===== src/rtl/task_11_pkg.sv =====
// Shared types and default sizes for the task 11 packet sequencer.
package task_11_pkg;

    typedef enum logic [2:0] {
        IDLE,
        LOAD,
        DISCARD,
        RUN,
        SEND
    } ctrl_state_t;

    localparam int CTRL_BYTE_CNT_W      = 12;
    localparam int TASK_11_NUM_BYTES_IN = 512;
    localparam int TASK_11_NUM_RESULTS  = 8;

    // States in which the task manager may push input bytes.
    function automatic logic accepts_input(ctrl_state_t s);
        return (s == IDLE) || (s == LOAD) || (s == DISCARD);
    endfunction

endpackage


===== src/rtl/task_11_ctrl_wdog.sv =====
// Watchdog for the RUN/SEND phases: counts enabled cycles, flags the last one before the limit.
module task_11_ctrl_wdog #(
    parameter int TIMEOUT_CYCLES = 65535
) (
    input  logic i_clk,
    input  logic i_rst,
    input  logic i_clr,
    input  logic i_en,
    output logic o_expire
);

    localparam int            CNT_W    = $clog2(TIMEOUT_CYCLES + 1);
    localparam logic [CNT_W-1:0] LIMIT_M1 = CNT_W'(TIMEOUT_CYCLES - 1);

    logic [CNT_W-1:0] cnt_q;
    logic [CNT_W-1:0] cnt_d;

    // Expiry is seen in the cycle that completes the budget so the reaction lands exactly on it.
    assign o_expire = i_en && (cnt_q == LIMIT_M1);

    always_comb begin
        cnt_d = cnt_q;
        if (i_clr) begin
            cnt_d = '0;
        end else if (i_en && !o_expire) begin
            cnt_d = cnt_q + CNT_W'(1);
        end
    end

    always_ff @(posedge i_clk or posedge i_rst) begin
        if (i_rst) begin
            cnt_q <= '0;
        end else begin
            cnt_q <= cnt_d;
        end
    end

endmodule


===== src/rtl/task_11_ctrl.sv =====
// Packet sequencer: load input packet, start replay, collect results, hand off to task manager.
// Optional watchdog on RUN/SEND enabled by defining TASK_11_CTRL_TIMEOUT_EN.
module task_11_ctrl
    import task_11_pkg::*;
#(
    parameter int NUM_BYTES_IN = TASK_11_NUM_BYTES_IN,
    parameter int NUM_RESULTS  = TASK_11_NUM_RESULTS
`ifdef TASK_11_CTRL_TIMEOUT_EN
    , parameter int TIMEOUT_CYCLES = 65535
`endif
) (
    input  logic                           i_clk,
    input  logic                           i_rst,
    input  logic                           i_tdata_valid,
    input  logic                           i_tdata_last,
    output logic                           o_tready,
    output logic                           o_load_en,
    output logic [CTRL_BYTE_CNT_W-1:0]     o_byte_cnt,
    output logic                           o_replay_start,
    input  logic                           i_result_valid,
    output logic                           o_result_we,
    output logic [$clog2(NUM_RESULTS)-1:0] o_result_idx,
    input  logic                           i_tmanager_ready,
    output logic                           o_send_start,
    input  logic                           i_out_last,
    output logic                           o_busy,
    output logic                           o_err,
    output logic                           o_timeout
);

    localparam int CNT_W = $clog2(NUM_RESULTS) + 1;

    localparam logic [CTRL_BYTE_CNT_W-1:0] BYTES    = CTRL_BYTE_CNT_W'(NUM_BYTES_IN);
    localparam logic [CTRL_BYTE_CNT_W-1:0] BYTES_M1 = CTRL_BYTE_CNT_W'(NUM_BYTES_IN - 1);
    localparam logic [CNT_W-1:0]           RES      = CNT_W'(NUM_RESULTS);
    localparam logic [CNT_W-1:0]           RES_M1   = CNT_W'(NUM_RESULTS - 1);

    ctrl_state_t                state_q, state_d;
    logic [CTRL_BYTE_CNT_W-1:0] byte_cnt_q, byte_cnt_d;
    logic [CNT_W-1:0]           result_cnt_q, result_cnt_d;
    logic                       err_q, err_d;
    logic                       sent_q, sent_d;
    logic                       send_start_q, send_start_d;
    logic                       tready_q, busy_q, replay_q;
    logic                       load_en, result_we;

`ifdef TASK_11_CTRL_TIMEOUT_EN
    logic wd_expire;
    logic timeout_q, timeout_d;

    task_11_ctrl_wdog #(
        .TIMEOUT_CYCLES (TIMEOUT_CYCLES)
    ) u_wdog (
        .i_clk    (i_clk),
        .i_rst    (i_rst),
        .i_clr    (state_d != state_q),
        .i_en     ((state_q == RUN) || (state_q == SEND)),
        .o_expire (wd_expire)
    );
`endif

    // NOTE: always_comb uses blocking '=' with every output defaulted first, so no latch can form.
    always_comb begin
        state_d      = state_q;
        byte_cnt_d   = byte_cnt_q;
        result_cnt_d = result_cnt_q;
        err_d        = err_q;
        sent_d       = sent_q;
        load_en      = 1'b0;
        result_we    = 1'b0;
`ifdef TASK_11_CTRL_TIMEOUT_EN
        timeout_d    = 1'b0;
`endif

        case (state_q)
            IDLE, LOAD: begin
                if (i_tdata_valid) begin
                    if (state_q == IDLE) begin
                        err_d = 1'b0;
                    end
                    if (byte_cnt_q < BYTES) begin
                        load_en    = 1'b1;
                        byte_cnt_d = byte_cnt_q + CTRL_BYTE_CNT_W'(1);
                    end
                    if (i_tdata_last) begin
                        if (byte_cnt_q == BYTES_M1) begin
                            state_d = RUN;
                        end else begin
                            err_d      = 1'b1;
                            state_d    = IDLE;
                            byte_cnt_d = '0;
                        end
                    end else if (byte_cnt_q == BYTES) begin
                        err_d   = 1'b1;
                        state_d = DISCARD;
                    end else begin
                        state_d = LOAD;
                    end
                end
            end

            DISCARD: begin
                if (i_tdata_valid && i_tdata_last) begin
                    state_d    = IDLE;
                    byte_cnt_d = '0;
                end
            end

            RUN: begin
                if (i_result_valid && (result_cnt_q < RES)) begin
                    result_we    = 1'b1;
                    result_cnt_d = result_cnt_q + CNT_W'(1);
                    if (result_cnt_q == RES_M1) begin
                        state_d = SEND;
                    end
                end
            end

            SEND: begin
                // Completion is only meaningful once transmission has been started.
                if (sent_q && i_out_last) begin
                    state_d      = IDLE;
                    byte_cnt_d   = '0;
                    result_cnt_d = '0;
                end
            end

            default: begin
                state_d = IDLE;
            end
        endcase

`ifdef TASK_11_CTRL_TIMEOUT_EN
        // Any legitimate state change in the expiry cycle takes priority over the timeout.
        if (wd_expire && (state_d == state_q)) begin
            state_d      = IDLE;
            err_d        = 1'b1;
            timeout_d    = 1'b1;
            byte_cnt_d   = '0;
            result_cnt_d = '0;
        end
`endif

        if (state_d != SEND) begin
            sent_d = 1'b0;
        end
        send_start_d = (state_d == SEND) && !sent_q && i_tmanager_ready;
        sent_d       = sent_d | send_start_d;
    end

    // NOTE: registers use a non-blocking '<=' so every flop samples pre-edge values.
    always_ff @(posedge i_clk or posedge i_rst) begin
        if (i_rst) begin
            state_q      <= IDLE;
            byte_cnt_q   <= '0;
            result_cnt_q <= '0;
            err_q        <= 1'b0;
            sent_q       <= 1'b0;
            send_start_q <= 1'b0;
            tready_q     <= 1'b1;
            busy_q       <= 1'b0;
            replay_q     <= 1'b0;
        end else begin
            state_q      <= state_d;
            byte_cnt_q   <= byte_cnt_d;
            result_cnt_q <= result_cnt_d;
            err_q        <= err_d;
            sent_q       <= sent_d;
            send_start_q <= send_start_d;
            tready_q     <= accepts_input(state_d);
            busy_q       <= (state_d != IDLE);
            replay_q     <= (state_d == RUN) && (state_q != RUN);
        end
    end

`ifdef TASK_11_CTRL_TIMEOUT_EN
    always_ff @(posedge i_clk or posedge i_rst) begin
        if (i_rst) begin
            timeout_q <= 1'b0;
        end else begin
            timeout_q <= timeout_d;
        end
    end
    assign o_timeout = timeout_q;
`else
    assign o_timeout = 1'b0;
`endif

    // The write strobe is combinational, so it is masked while reset holds the buffer idle.
    assign o_load_en      = load_en && !i_rst;
    assign o_result_we    = result_we;
    assign o_byte_cnt     = byte_cnt_q;
    assign o_result_idx   = result_cnt_q[CNT_W-2:0];
    assign o_tready       = tready_q;
    assign o_busy         = busy_q;
    assign o_replay_start = replay_q;
    assign o_send_start   = send_start_q;
    assign o_err          = err_q;

endmodule


===== config.mk =====
export PLATFORM = sky130hd
export DESIGN_NAME = task_11_ctrl
export DESIGN_NICKNAME = d
export VERILOG_FILES = /design/src/rtl/task_11_pkg.sv /design/src/rtl/task_11_ctrl_wdog.sv /design/src/rtl/task_11_ctrl.sv
export SDC_FILE = /design/constraint.sdc
export NUM_CORES = 1
export LEC_CHECK = 0
export BUFFER_PORTS_ARGS = -buffer_cell sky130_fd_sc_hd__clkbuf_2
export CAP_MARGIN = 20
export CORE_ASPECT_RATIO = 1.2
export CORE_UTILIZATION = 35
export DETAILED_ROUTE_END_ITERATION = 10
export GPL_TIMING_DRIVEN = 0
export REMOVE_ABC_BUFFERS = 1
export SLEW_MARGIN = 20
export SYNTH_ARGS = -nofsm -noshare
export SYNTH_HDL_FRONTEND = slang
export SYNTH_SLANG_ARGS = --single-unit

===== constraint.sdc =====
create_clock -name i_clk -period 1.96 [get_ports i_clk]
set_input_delay 0.294 -clock i_clk [delete_from_list [all_inputs] [get_ports i_clk]]
set_output_delay 0.294 -clock i_clk [all_outputs]
set_load 0.05 [all_outputs]

==> flow_summary.ini <==
[clock_tree]
cts_tree = built
htreeDepth = 1
numCtsBuffers = 3
clock-sinks = 25
clockBufferDepth = 2
clk_pin_slew_ns = 0.09
root_buffer = clkbuf_8
worstSkewPairLatency_ns = 0.26

[floorplanning]
die-area_mm2 = 0.00411
row_count = 24
ios = 30
start_util = 0.368
die_y_um = 70.0
die_w_um = 58.7
core_area_mm2 = 0.00366

[logic_synthesis]
async_flop_share = 1.00
synth_area_mm2 = 0.00135
synth-main-ff-cell = dfrtp_1
synth-seq-cells = 25
postSynthAreaPerCell_um2 = 9.99
yosysWarnings = 0
synth.top_cell.area_share = 0.445
netlist_top_cells_count = 24 x dfrtp_1, 16 x nor2_1, 9 x inv_1
synthMostInstantiatedCell = dfrtp_1
synth_area_leaders = dfrtp_1 45%, nor2_1 4.5%, xor2_1 3.2%, ha_1 2.8%, inv_1 2.5%
synth_edf_count = 0
synth_top_area_cell = dfrtp_1
ys_seq_area_frac = 0.465
yosysUniqueCellTypes = 44
synth_cells = 135

[hold_path]
worst_hold_path.endpoint = sent_q$_DFF_PP0_
hold_start = i_tmanager_ready
min_path_cells = 3
hold_class = input port to register

[critical_path]
reg2reg_to = o_tready$_DFF_PP1_
crit_type = register to register
crit_path_cell_trace = or3_4 > or4_4 > o221ai_4 > inv_2 > o21a_1
reg2reg_depth = 5
critPathMaxFanout = 6
cp-start-kind = register
reg2reg_slack_ns = 0.08
r2r_start = o_byte_cnt[10]$_DFFE_PP0P_
arrival_ns = 2.08
cp_slowest_cell = or4_4
crit_required_ns = 2.16
end_kind = register
slowest_delay_ns = 0.46

[global_route]
antenna_found_initial = 0
grt_max_degree = 26
grt_pass1_vias = 1127
track_usage = 0.158
grt_pass1_wl_mm = 5.18
grt_overflow_total = 0

[routing]
dr.pass1.iters = 4
wire_per_inst_um = 13.2
antenna_left = 0
route.met3.wl_um = 140
wl_mm = 2.88
drc = 0
routed-via-count = 1118
viasPerCell = 5.15
wl_met2_mm = 1.41
wl_met1_mm = 1.31
top_layer_used = met4
drtIter0Drc = 91

[sta]
finalCritPeriodShare = 0.959
setup_viol = 0
fin_worst_skew_ns = 0.00369
min_period_ns = 1.88
clock.fmax_mhz = 532
finalHoldViolations = 0
finalSetupTns_ns = 0
drv_slew = 0

[finish]
n_antenna_cell = 0
final_util = 0.453
drive_gt1_frac = 0.333
nNetsFinal = 176
area_growth_pct = 22.9
design_area_mm2 = 0.00166

[status]
outcome = completed

[power]
ir_drop_mv = 0.615
power.total_mw = 1.50
powerDensity_mw_per_mm2 = 903
leakage_nw = 0.764

[placed_design]
dpl.hpwl_mm = 2.09
gp_congestion = 0.829
place_area_mm2 = 0.00151
portBuffers = 28

[job]
drv_cap = 0
## cells by family (layout without fill, tap and decap cells)
family / Yosys count / in the layout / synth area share
XOR/XNOR: 7 / 7 / 0.0455
AO/OA/AOI/OAI: 22 / 22 / 0.133
multiplexers: 3 / 3 / 0.0241
flip-flops: 25 / 25 / 0.465
other: 1 / 1 / 0.00278
adder cells (fa/ha/maj): 3 / 3 / 0.0278
AND/OR/NAND/NOR: 57 / 57 / 0.241
buffers and inverters: 17 / 47 / 0.0612
## repair_timing
item / 4_1_cts / 5_1_grt
endpoints found under the hold margin: 0 / 10
buffers inserted: 2 / 1
hold buffers: 0 / 1
setup endpoints to repair: 15 / 15
pin swaps: 1 / 0
gates resized for setup: 7 / 9
## layout make-up
cell class              count  area [um^2]
multi-input cells          93          686
inverters                  10         37.5
fillers                   379         2010
repair buffers             33          193
flip-flops and latches     25          631
clock inverters             1         5.00
clock buffers               3         41.3
well taps                  52         65.1
## cells in the final DEF (no fill, tap or decap), drive strengths merged, types with 5 or more instances in the layout
cell type  count
dfrtp         24
clkbuf        30
inv            9
nand2          8
buf            5
xor2           5
nor2          16
nand3          5
## per-stage QoR
stage,setup WS (ns),hold WS [ns],std cells
after floorplan,-0.524,0.321,128
after global placement,-0.520,0.447,208
after detailed placement,-0.544,0.464,208
after CTS,0.0118,0.258,214
after global routing,-0.00361,0.262,217
final,0.0808,0.263,217
## state kept, by name, summed over array words and instances (netlist names)
| name | cells |
|---|---|
| o_busy | 1 |
| o_byte_cnt | 12 |
| o_err | 1 |
| o_replay_start | 1 |
| o_send_start | 1 |
| o_tready | 1 |
| result_cnt_q | 4 |
| sent_q | 1 |
| state_q | 3 |
## critical path, delay by kind of cell (launching register included)
family	cells	cell delay [ns]
and+or+nand+nor	2	0.89
DFF	1	0.45
AOI/OAI and AO/OA	2	0.42
buffers and inverters	1	0.05
## how the worst max path moves through the flow
stage          cells after the start                  startpoint  slack (ns)                   endpoint
2_1_floorplan                      2   o_byte_cnt[9]$_DFFE_PP0P_       -0.52                  o_load_en
3_3_place_gp                       5        state_q[1]$_DFF_PP0_       -0.52  o_byte_cnt[9]$_DFFE_PP0P_
3_5_place_dp                       5        state_q[0]$_DFF_PP0_       -0.54  o_byte_cnt[9]$_DFFE_PP0P_
4_1_cts                            4        state_q[2]$_DFF_PP0_        0.01                  o_load_en
5_1_grt                            4        state_q[2]$_DFF_PP0_      -0.004                  o_load_en
6_report                           5  o_byte_cnt[10]$_DFFE_PP0P_        0.08         o_tready$_DFF_PP1_
## routing by layer
metal / vias up / global-route usage
li1: 532 / -
met1: 545 / 0.223
met2: 39 / 0.249
met3: 2 / 0.0278
met4: 0 / 0.0397
met5: - / 0
## power by group
part	total [mW]	internal, mW	switching, mW
logic	0.528	0.153	0.375
registers	0.671	0.583	0.0872
clock network	0.298	0.142	0.156
No activity file was read; power rests on OpenSTA's default activity.
